## src/rtl/irq_timer_unit.sv

```systemverilog
// Machine-level interrupt source: 64-bit mtime/mtimecmp timer, synchronised external line,
// and a held trap request to the CSR block that stays in service until MRET retires.
module irq_timer_unit #(
   parameter logic [31:0] BASE_ADDR = 32'h0000_4000,
   parameter int unsigned PRESCALE  = 4
) (
   input  logic        clk,
   input  logic        rst,
   input  logic [31:0] addr,
   input  logic [31:0] wdata,
   input  logic        wr_en,
   input  logic        rd_en,
   output logic [31:0] rdata,
   input  logic        ext_irq,
   input  logic        glb_ie,
   input  logic        trap_ack,
   input  logic        is_mret,
   output logic        trap_req,
   output logic [31:0] trap_cause,
   output logic        in_service
);

   localparam logic [31:0] CauseExt = 32'h8000_000B;
   localparam logic [31:0] CauseTmr = 32'h8000_0007;
   localparam logic [15:0] PresMax  = 16'(PRESCALE - 1);

   typedef enum logic [1:0] {StIdle, StReq, StService} state_e;

   state_e      state_q, state_d;
   logic [31:0] cause_q, cause_d;
   logic [31:0] rdata_q, rdata_d;
   logic [63:0] mtime_q, mtime_d;
   logic [63:0] mtimecmp_q, mtimecmp_d;
   logic [1:0]  ctrl_q, ctrl_d;
   logic [15:0] presc_q, presc_d;
   logic [2:0]  sync_q;
   logic        ext_pend_q, ext_pend_d;

   logic [31:0] off;
   logic        mapped, tick, ext_edge, timer_pend, eligible;
   logic        wr_mtime_lo, wr_mtime_hi, wr_cmp_lo, wr_cmp_hi, wr_ctrl, wr_status;

   // Window is six aligned words; anything else decodes as unmapped.
   assign off    = addr - BASE_ADDR;
   assign mapped = (off < 32'h18) && (off[1:0] == 2'b00);

   assign wr_mtime_lo = wr_en && mapped && (off[4:2] == 3'd0);
   assign wr_mtime_hi = wr_en && mapped && (off[4:2] == 3'd1);
   assign wr_cmp_lo   = wr_en && mapped && (off[4:2] == 3'd2);
   assign wr_cmp_hi   = wr_en && mapped && (off[4:2] == 3'd3);
   assign wr_ctrl     = wr_en && mapped && (off[4:2] == 3'd4);
   assign wr_status   = wr_en && mapped && (off[4:2] == 3'd5);

   assign tick       = (presc_q == PresMax);
   assign ext_edge   = sync_q[1] & ~sync_q[2];
   assign timer_pend = (mtime_q >= mtimecmp_q);
   assign eligible   = glb_ie && ((ctrl_q[1] && ext_pend_q) || (ctrl_q[0] && timer_pend));

   always_comb begin
      presc_d    = tick ? 16'd0 : presc_q + 16'd1;
      mtime_d    = mtime_q;
      mtimecmp_d = mtimecmp_q;
      ctrl_d     = ctrl_q;
      // A software write to either mtime half suppresses that cycle's increment entirely.
      if (wr_mtime_lo || wr_mtime_hi) begin
         if (wr_mtime_lo) mtime_d[31:0]  = wdata;
         if (wr_mtime_hi) mtime_d[63:32] = wdata;
      end else if (tick) begin
         mtime_d = mtime_q + 64'd1;
      end
      if (wr_cmp_lo) mtimecmp_d[31:0]  = wdata;
      if (wr_cmp_hi) mtimecmp_d[63:32] = wdata;
      if (wr_ctrl)   ctrl_d            = wdata[1:0];
   end

   always_comb begin
      ext_pend_d = ext_pend_q;
      if (wr_status && wdata[1]) ext_pend_d = 1'b0;
      if ((state_q == StReq) && trap_ack && (cause_q == CauseExt)) ext_pend_d = 1'b0;
      if (ext_edge) ext_pend_d = 1'b1;
   end

   always_comb begin
      state_d = state_q;
      cause_d = cause_q;
      unique case (state_q)
         StIdle: begin
            if (eligible) begin
               state_d = StReq;
               cause_d = (ctrl_q[1] && ext_pend_q) ? CauseExt : CauseTmr;
            end
         end
         StReq:     if (trap_ack) state_d = StService;
         StService: if (is_mret)  state_d = StIdle;
         default:   state_d = StIdle;
      endcase
   end

   always_comb begin
      rdata_d = rdata_q;
      if (rd_en) begin
         rdata_d = '0;
         if (mapped) begin
            case (off[4:2])
               3'd0:    rdata_d = mtime_q[31:0];
               3'd1:    rdata_d = mtime_q[63:32];
               3'd2:    rdata_d = mtimecmp_q[31:0];
               3'd3:    rdata_d = mtimecmp_q[63:32];
               3'd4:    rdata_d = {30'd0, ctrl_q};
               3'd5:    rdata_d = {29'd0, (state_q == StService), ext_pend_q, timer_pend};
               default: rdata_d = '0;
            endcase
         end
      end
   end

   always_ff @(posedge clk) begin
      if (rst) begin
         state_q    <= StIdle;
         cause_q    <= '0;
         rdata_q    <= '0;
         mtime_q    <= '0;
         mtimecmp_q <= '1;
         ctrl_q     <= '0;
         presc_q    <= '0;
         sync_q     <= '0;
         ext_pend_q <= 1'b0;
      end else begin
         state_q    <= state_d;
         cause_q    <= cause_d;
         rdata_q    <= rdata_d;
         mtime_q    <= mtime_d;
         mtimecmp_q <= mtimecmp_d;
         ctrl_q     <= ctrl_d;
         presc_q    <= presc_d;
         sync_q     <= {sync_q[1:0], ext_irq};
         ext_pend_q <= ext_pend_d;
      end
   end

   assign rdata      = rdata_q;
   assign trap_req   = (state_q == StReq);
   assign in_service = (state_q == StService);
   assign trap_cause = cause_q;

endmodule
```

## config.mk

```make
export PLATFORM = sky130hd
export DESIGN_NAME = irq_timer_unit
export DESIGN_NICKNAME = d
export VERILOG_FILES = /design/src/rtl/irq_timer_unit.sv
export SDC_FILE = /design/constraint.sdc
export NUM_CORES = 1
export LEC_CHECK = 0
export BUFFER_PORTS_ARGS = -buffer_cell sky130_fd_sc_hd__buf_2
export CAP_MARGIN = 10
export CORE_MARGIN = 8
export CORE_UTILIZATION = 45
export DETAILED_ROUTE_END_ITERATION = 12
export PLACE_DENSITY = 0.67
export SLEW_MARGIN = 20
export SYNTH_ARGS = -nofsm -noshare
export SYNTH_HDL_FRONTEND = slang
export SYNTH_SLANG_ARGS = --single-unit
```

## constraint.sdc

```tcl
create_clock -name clk -period 2.01 [get_ports clk]
set_input_delay 0.1005 -clock clk [delete_from_list [all_inputs] [get_ports clk]]
set_output_delay 0.1005 -clock clk [all_outputs]
set_load 0.03 [all_outputs]
```

==> flow_summary.json, run 1 <==
{
  "worst_slew_pin_slew_ps": 594,
  "slew_viol_final": 0,
  "drtAntennaViolNets": 0,
  "h-tree-depth": 4,
  "final_area_sq_mm": 0.0167,
  "status": "finished, violations left",
  "fmax_mhz": 414,
  "worstPathCellList": "inv_2 > ha_4 > a21oi_2 > nand2_2 > a221o_1 > o31a_1 > nor4_4 > a21oi_2 > o31a_1",
  "num_vias": 13100,
  "cts_buffer_depth": 2,
  "dr_wl_met2_microns": 20600,
  "wl_microns": 43700,
  "cts_tree": "built",
  "ir_worst_vdd_v": 0.000429,
  "grt_pass1_wl_microns": 66400,
  "clkLatencyLatePin_ps": 450,
  "netlist_area_sq_mm": 0.0114,
  "dpl.hpwl_microns": 29300,
  "postSynth.asyncResetShare_pct": 0,
  "grt_usage_pct": 26.5,
  "maxCapViolCount": 0,
  "startpoint_type": "flip-flop",
  "hold_end": "rdata[31]$_SDFFE_PP0P_",
  "reg2regPathDepth": 9,
  "crit_path_max_incr_delay_ps": 400,
  "syn_area_per_cell_sq_um": 7.74,
  "cts_buffers": 17,
  "maxSlewHeadroom_pct": 60.4,
  "required_ps": 2350,
  "postSynthCellCount": 1469,
  "drc_errors": 0,
  "synth_cell_types": 71,
  "core_area_sq_mm": 0.0250,
  "rr_endpoint": "state_q[0]$_SDFFE_PP0P_",
  "synthToLayoutAreaGrowth_pct": 47.1,
  "start_util_pct": 45.5,
  "fillers": 1987,
  "worstReg2RegStart": "mtimecmp_q[46]$_SDFFE_PP1P_",
  "ys_warn_count": 0,
  "wl_per_cell_microns": 19.9,
  "dieWidth_microns": 175,
  "met1_length_microns": 17900,
  "p_per_area_mw_per_mm2": 474,
  "setup_tns_ps": -4120,
  "hp-class": "primary input to flip-flop",
  "hold_violations": 0,
  "cp_max_fo": 3,
  "dieArea_sq_mm": 0.0306,
  "dr_wl_met3_microns": 3430,
  "yosys.area.top_type_share_pct": 32.9,
  "grt_max_degree": 106,
  "setup_viol": 33,
  "hold_ws_ps": 39.2,
  "hold_start": "rd_en",
  "placed_area_sq_mm": 0.0142,
  "io-pin-count": 138,
  "final_nets": 1992,
  "cts_root_buffer": "clkbuf_16",
  "endpoint_kind": "flip-flop",
  "p_leak_nw": 7.40,
  "pre_cts_ws_ps": -519,
  "die_h_microns": 175,
  "yosysTopAreaCell": "dfxtp_1",
  "grt_pass1_vias": 12700,
  "row_count": 58,
  "synth_flop_cell": "dfxtp_1",
  "ys_seq_area_share_pct": 32.9,
  "vias_per_cell": 5.96,
  "grt_overflow": 0,
  "r2r_slack_ps": -410,
  "clkTransAtPathRegs_ps": 80,
  "synth_edf_count": 0,
  "finalCriticalPeriod_ps": 2420,
  "port_buffers": 110,
  "path_class": "flip-flop to flip-flop",
  "crit_start": "mtimecmp_q[46]$_SDFFE_PP1P_",
  "cp_slowest_cell": "nor4_4",
  "antenna_found_initial": 0,
  "place_congestion": 0.960,
  "setup_ws_ps": -406,
  "synth_seq_cells": 187,
  "top_layer": "met4",
  "cts_sinks": 187,
  "synth.top_cells.by_area": "dfxtp_1, ha_1, a21oi_1",
  "fin_crit_sh_pct": 120,
  "p_total_mw": 7.92,
  "grt_setup_unrepaired": "yes",
  "crit_arrival_ps": 2760,
  "dr.pass1.iters": 5,
  "dr.first_iter.drc_count": 1318,
  "n_antenna_cell": 0,
  "drive_above_1_share_pct": 40.0,
  "skew_ps": 16.1,
  "violations": "negative setup slack",
  "holdPathStages": 4
}
==> logic make-up (layout without fill, tap and decap cells) <==
logic type                 count (synthesis)  in the layout  synth area share, %
DFF                                      187            187                 32.9
other                                      1             27               0.0330
buffers and inverters                    206            578                 8.47
AOI/OAI and AO/OA                        454            454                 25.6
xor gates and xnor gates                  10             10                0.771
adders and majority gates                 66             66                 7.27
and+or+nand+nor                          538            538                 24.2
muxes                                      7              7                0.738
==> metal layers <==
| layer | track usage [%] | up-vias |
|---|---|---|
| met1 | 33.0 | 6220 |
| met3 | 4.77 | 138 |
| met2 | 44.1 | 641 |
| met4 | 11.5 | 0 |
| li1 | - | 6105 |
| met5 | 0 | - |
==> Yosys cell counts (22+ instances only) <==
cell type	n
dfxtp_1	187
nand2_1	176
a21oi_1	139
o21ai_0	87
inv_1	80
nor2_1	72
ha_1	66
o211ai_1	66
a22oi_1	60
nand3_1	55
clkbuf_1	54
nor3_1	42
nor2b_1	38
nand4_1	34
buf_4	31
and3_1	30
buf_2	26
a211oi_1	23
nor4_1	22
==> cell usage in the layout, fill, tap and decap left out, types with 11 or more instances in the layout <==
cell type,count
dlygate4sd3_1,35
o21ai_0,47
buf_4,272
nor2_1,65
nand2_1,161
buf_12,15
a22oi_1,60
o21ai_2,18
dfxtp_2,59
nand3_1,43
buf_6,32
nor3_1,21
a21oi_2,22
clkbuf_16,19
ha_4,24
inv_1,59
o211ai_1,66
inv_2,21
a211oi_1,13
o21ai_1,21
a21oi_1,116
ha_1,41
nor4_1,15
dfxtp_1,123
nand4_1,34
a21o_1,11
nor3_2,19
and3_1,22
buf_2,109
nor2b_1,38
conb_1,27
==> stage by stage <==
stage | util (%) | instances
final | 67.0 | 2197
after CTS | 63.6 | 2167
after detailed placement | 57.0 | 2081
after floorplan | - | 1495
after global routing | 67.0 | 2197
after global placement | 57.0 | 2081
==> worst max-delay path, delay by kind of cell, from the launching register on <==
kind | cells | cell delay [ps]
AO/OA/AOI/OAI | 5 | 1210
AND/OR/NAND/NOR | 2 | 490
flip-flops | 1 | 340
buffers and inverters | 1 | 50
adder cells (fa/ha/maj) | 1 | 220
==> power breakdown <==
part / total (mW) / switching, mW / internal [mW]
clock network: 3.39 / 1.72 / 1.67
registers: 3.72 / 0.00891 / 3.71
logic: 0.817 / 0.514 / 0.303
total: 7.92 / 2.24 / 5.68
==> sequential cells by signal, indices dropped and copies added, names as in the netlist <==
signal / flops
ext_pend_q: 1
state_q: 2
sync_q: 3
mtimecmp_q: 64
rdata: 32
mtime_q: 64
trap_cause: 3
ctrl_q: 2
presc_q: 16
==> area by class of cell <==
class | instances | area, sq um | share of cell area (%)
tap | 330 | 413 | 2.47
clock inverter | 14 | 131 | 0.786
timing repair buffer | 466 | 3660 | 21.9
inverter | 80 | 300 | 1.80
sequential | 187 | 3840 | 22.9
clock buffer | 18 | 439 | 2.63
multi-input combinational | 1102 | 7940 | 47.5
==> worst max-delay path by stage <==
stage	end	slack, ps	depth (start not counted)
floorplan	trap_cause[3]$_SDFFE_PP0P_	-20	9
CTS	trap_cause[1]$_SDFFE_PP0P_	-310	9
detailed placement	trap_cause[1]$_SDFFE_PP0P_	-520	10
global placement	trap_cause[1]$_SDFFE_PP0P_	-510	9
global route	state_q[0]$_SDFFE_PP0P_	-430	9
finish	state_q[0]$_SDFFE_PP0P_	-410	9
==> timing repair <==
item / in CTS / in global routing
hold buffers: 35 / 0
endpoints found under the hold margin: 66 / 0
gates resized for setup: 165 / 152
setup endpoints to repair: 46 / 70
pin swaps: 87 / 83
buffers inserted: 21 / 34
cloned: 1 / 2
(Power assumes the default switching activity.)
==> run 2, diff against run 1 <==
- CORE_ASPECT_RATIO: default -> 1.2
==> flow_summary.json, run 2 (same netlist as run 1, synthesis figures left out) <==
{
  "cts_buffers": 17,
  "rr_endpoint": "state_q[0]$_SDFFE_PP0P_",
  "vias_per_cell": 5.91,
  "num_vias": 12800,
  "final_nets": 1967,
  "setup_tns_ps": -2910,
  "clkLatencyLatePin_ps": 460,
  "r2r_slack_ps": -300,
  "synthToLayoutAreaGrowth_pct": 42.3,
  "grt_setup_unrepaired": "yes",
  "holdPathStages": 4,
  "drtAntennaViolNets": 0,
  "endpoint_kind": "flip-flop",
  "skew_ps": 14.6,
  "multi_input_area_sq_mm": 0.00767,
  "antenna_found_initial": 0,
  "n_antenna_cell": 0,
  "final_common_cell": "buf_4",
  "grt_usage_pct": 26.3,
  "dpl.hpwl_microns": 29400,
  "grt_max_degree": 106,
  "cts_sinks": 187,
  "worstReg2RegStart": "mtimecmp_q[0]$_SDFFE_PP1P_",
  "h-tree-depth": 4,
  "use_met3_pct": 4.00,
  "grt-busiest-layer": "met2",
  "worstPathCellList": "ha_4 > nand2b_4 > a2111oi_4 > o21a_1 > o211ai_1 > a41oi_2 > a21oi_2 > o31a_1",
  "start_util_pct": 45.9,
  "fillers": 2068,
  "status": "finished, violations left",
  "hold_end": "state_q[0]$_SDFFE_PP0P_",
  "setup_ws_ps": -299,
  "cts_buffer_depth": 2,
  "required_ps": 2360,
  "maxCapViolCount": 0,
  "crit_family": "compound AO/OA/AOI/OAI gates",
  "postLayoutCoreUtil_pct": 65.3,
  "final_area_sq_mm": 0.0162,
  "slew_viol_final": 0,
  "cp_slowest_cell": "dfxtp_1",
  "grt_pass1_wl_microns": 65500,
  "crit_arrival_ps": 2660,
  "placed_area_sq_mm": 0.0142,
  "ir_worst_vdd_v": 0.000594,
  "dr.first_iter.drc_count": 980,
  "dr.pass1.iters": 5,
  "hold_start": "is_mret",
  "setup_viol": 29,
  "startpoint_type": "flip-flop",
  "fmax_mhz": 433,
  "place_congestion": 0.910,
  "maxSlewHeadroom_pct": 49.0,
  "met2_usage_pct": 45.0,
  "io-pin-count": 138,
  "stdcell_count": 2167,
  "cp.buffers_inverters": 0,
  "final_cell_mix": "buf_4, nand2_1, dfxtp_1, a21oi_1, buf_2",
  "placed_cells": 2073,
  "fin_crit_sh_pct": 115,
  "crit_path_max_incr_delay_ps": 400,
  "drc_errors": 0,
  "drive_above_1_share_pct": 35.5,
  "row_count": 63,
  "grt_pass1_vias": 12500,
  "p_per_area_mw_per_mm2": 487,
  "finalCriticalPeriod_ps": 2310,
  "hp-class": "primary input to flip-flop",
  "pre_cts_ws_ps": -439,
  "wl_per_cell_microns": 19.2,
  "worst_slew_pin_slew_ps": 745,
  "core_area_sq_mm": 0.0248,
  "cp_max_fo": 3,
  "p_leak_nw": 7.26,
  "p_total_mw": 7.88,
  "hold_ws_ps": 116,
  "clkTransAtPathRegs_ps": 70,
  "cts_root_buffer": "clkbuf_16",
  "dieWidth_microns": 161,
  "grt_overflow": 0,
  "wl_microns": 41600,
  "violations": "negative setup slack",
  "hold_violations": 0,
  "reg2regPathDepth": 8,
  "cts_tree": "built",
  "seqCellArea_sq_mm": 0.00381,
  "path_class": "flip-flop to flip-flop",
  "dieArea_sq_mm": 0.0306,
  "use_met1_pct": 32.3,
  "port_buffers": 110,
  "die_h_microns": 190
}
## run 2: changes by cell type in the layout (fill, tap and decap cells not counted), sizes merged
cell         change
clkinvlp         -1
clkinv           -2
inv              +1
buf             -24
dlygate4sd3      +1
## run 2: area by class of cell
class / count / area share [%]
tap: 325 / 2.52
multi-input combinational: 1102 / 47.4
clock buffer: 20 / 2.82
clock inverter: 12 / 0.627
timing repair buffer: 441 / 21.1
sequential: 187 / 23.6
inverter: 80 / 1.86
## run 2: timing repair
| action | in CTS | in global routing |
|---|---|---|
| gates cloned | 1 | 0 |
| hold endpoints to repair | 70 | 0 |
| pin swaps | 57 | 76 |
| buffers inserted | 14 | 14 |
| gates resized for setup | 102 | 130 |
| hold buffers | 36 | 0 |
| setup endpoints to repair | 43 | 55 |
## run 2: per-layer routing
layer / up-vias / part of all wire (%)
met5: - / 0
met4: 0 / 3.7
met3: 111 / 7.1
met2: 566 / 49
met1: 6103 / 41
li1: 6036 / -
## run 2: worst max path at each step
stage / from / to / slack [ps] / depth (start not counted)
2_1_floorplan: mtimecmp_q[59]$_SDFFE_PP1P_ / trap_cause[3]$_SDFFE_PP0P_ / -20 / 9
3_3_place_gp: mtime_q[0]$_SDFFE_PP0P_ / trap_cause[1]$_SDFFE_PP0P_ / -440 / 9
3_5_place_dp: mtime_q[0]$_SDFFE_PP0P_ / trap_cause[1]$_SDFFE_PP0P_ / -440 / 9
4_1_cts: mtimecmp_q[37]$_SDFFE_PP1P_ / state_q[0]$_SDFFE_PP0P_ / -370 / 9
5_1_grt: mtimecmp_q[59]$_SDFFE_PP1P_ / trap_cause[3]$_SDFFE_PP0P_ / -370 / 10
6_report: mtimecmp_q[0]$_SDFFE_PP1P_ / state_q[0]$_SDFFE_PP0P_ / -300 / 8
## run 2: worst register-to-register path: stages (launching register included)
cell and delay [ps]:
dfxtp_1 400, ha_4 220, nand2b_4 140, a2111oi_4 350, o21a_1 210, o211ai_1 200
a41oi_2 320, a21oi_2 120, o31a_1 240
## run 2: power by group
| part | switching (mW) | leakage (nW) | internal (mW) |
|---|---|---|---|
| clock network | 1.69 | 0.271 | 1.69 |
| logic | 0.495 | 5.47 | 0.291 |
| registers | 0.00970 | 1.52 | 3.71 |
==> run 3, diff against run 2 <==
- PLACE_DENSITY: 0.67 -> default
- clock period: 2.01 -> 2.3 ns (I/O delays scaled with it)
==> flow_summary.json, run 3 (same netlist as run 1, synthesis figures left out) <==
{
  "status": "finished, violations left",
  "violations": "negative setup slack",
  "final_area_sq_mm": 0.0154,
  "finalCriticalPeriod_ps": 2390,
  "startpoint_type": "flip-flop",
  "cp.buffers_inverters": 2,
  "final_cell_mix": "buf_4, nand2_1, dfxtp_1, a21oi_1, buf_2",
  "maxCapViolCount": 0,
  "dieArea_sq_mm": 0.0306,
  "cts_tree": "built",
  "drive_above_1_share_pct": 30.1,
  "path_class": "flip-flop to flip-flop",
  "synthToLayoutAreaGrowth_pct": 36.0,
  "endpoint_kind": "flip-flop",
  "row_count": 63,
  "die_h_microns": 190,
  "pwr-share-clk_pct": 44.8,
  "pre_cts_ws_ps": -445,
  "hold_violations": 0,
  "dpl.hpwl_microns": 28800,
  "vias_per_cell": 5.92,
  "skew_ps": 14.0,
  "clkTransAtPathRegs_ps": 70,
  "fin_crit_sh_pct": 104,
  "setup_viol": 3,
  "dieWidth_microns": 161,
  "wl_microns": 41300,
  "grt_overflow": 0,
  "p_int_mw": 5.28,
  "ir_worst_vdd_v": 0.000434,
  "grt_pass1_wl_microns": 64500,
  "grt_max_degree": 106,
  "grt_setup_unrepaired": "yes",
  "place_congestion": 0.922,
  "multi_input_area_sq_mm": 0.00739,
  "drc_errors": 0,
  "grt_usage_pct": 26.2,
  "met2_usage_pct": 45.0,
  "h-tree-depth": 4,
  "p_leak_nw": 6.75,
  "start_util_pct": 45.9,
  "p_per_area_mw_per_mm2": 461,
  "crit_family": "simple AND/OR/NAND/NOR gates",
  "fillers": 2197,
  "dr.first_iter.drc_count": 1046,
  "num_vias": 12500,
  "core_area_sq_mm": 0.0248,
  "hp-class": "primary input to flip-flop",
  "swShare_pct": 25.9,
  "slew_viol_final": 0,
  "port_buffers": 110,
  "postLayoutCoreUtil_pct": 62.4,
  "p_total_mw": 7.12,
  "cp_slowest_cell": "nor4_2",
  "io-pin-count": 138,
  "n_antenna_cell": 0,
  "placed_area_sq_mm": 0.0136,
  "cts_root_buffer": "clkbuf_16",
  "grt-busiest-layer": "met2",
  "cp_max_fo": 3,
  "fmax_mhz": 418,
  "maxSlewHeadroom_pct": 47.9,
  "crit_arrival_ps": 2730,
  "cts_buffer_depth": 2,
  "final_common_cell": "buf_4",
  "worst_slew_pin_slew_ps": 762,
  "dr.pass1.iters": 6,
  "p_sw_mw": 1.84,
  "required_ps": 2640,
  "worstPathCellList": "inv_1 > ha_4 > nand4_1 > nor4_2 > buf_4 > and3_4 > o2bb2ai_1 > a41oi_2 > and2_4 > o31a_1",
  "clkLatencyLatePin_ps": 450,
  "p_comb_share_pct": 9.5,
  "crit_path_max_incr_delay_ps": 350,
  "cts_buffers": 17,
  "drtAntennaViolNets": 0,
  "setup_ws_ps": -93.4,
  "seq_power_share_pct": 45.7,
  "seqCellArea_sq_mm": 0.00381,
  "antenna_found_initial": 0,
  "use_met1_pct": 31.3,
  "grt_pass1_vias": 12200,
  "cts_sinks": 187,
  "final_nets": 1905,
  "use_met3_pct": 3.94,
  "wl_per_cell_microns": 19.6
}
## run 3: routing by layer
| metal | share of wire, % | vias to the layer above | routed length (microns) |
|---|---|---|---|
| met1 | 41 | 5941 | 17000 |
| met3 | 5.6 | 112 | 2300 |
| met4 | 3.9 | 0 | 1600 |
| met5 | 0 | - | 0 |
| li1 | - | 5927 | - |
| met2 | 49 | 488 | 20400 |
## run 3: path summary, 6_finish.rpt
kind,slack (ps),endpoint,cells past startpoint,startpoint
max,-90,trap_cause[3]$_SDFFE_PP0P_,10,mtimecmp_q[62]$_SDFFE_PP1P_
min,30,mtimecmp_q[33]$_SDFFE_PP1P_,3,wdata[1]
max reg2reg,-90,trap_cause[3]$_SDFFE_PP0P_,10,mtimecmp_q[62]$_SDFFE_PP1P_
min reg2reg,440,sync_q[1]$_SDFF_PP0_,1,sync_q[0]$_SDFF_PP0_
## run 3: worst register-to-register path: cells and delay by family (launching register included)
family          cells  cell delay [ps]
compound gates      3              440
buf+inv             2              270
fa+ha+maj           1              280
flops               1              340
simple gates        4              950
## run 3: area by class of cell
class	instances	area share (%)
multi-input cells	1102	47.9
flip-flops and latches	187	24.7
repair buffers	379	18.9
clock buffers	20	2.96
well taps	325	2.63
inverters	80	1.94
clock inverters	12	1.04
## run 3: through the flow
stage / setup TNS (ps) / std cells / hold slack, ps
6_report: -125 / 2105 / 26.8
4_1_cts: -95.0 / 2099 / 13.1
2_1_floorplan: 0 / 1495 / 243
3_5_place_dp: -4470 / 2014 / 332
3_3_place_gp: -2150 / 2014 / 328
5_1_grt: -601 / 2105 / 23.6
## run 3: power groups by stage
stage / logic [mW] / registers (mW) / clock network (mW)
floorplan: 0.333 / 3.33 / 0
global placement: 0.588 / 3.33 / 0
detailed placement: 0.591 / 3.33 / 0
CTS: 0.665 / 3.25 / 3.23
global route: 0.720 / 3.25 / 3.37
finish: 0.679 / 3.25 / 3.19
## run 3: what timing repair did
item / in CTS / in global routing
pin swaps: 36 / 29
hold endpoints to repair: 61 / 0
setup buffers: 20 / 7
gates cloned: 0 / 1
hold buffers: 33 / 0
setup endpoints to repair: 19 / 36
gates resized for setup: 103 / 72
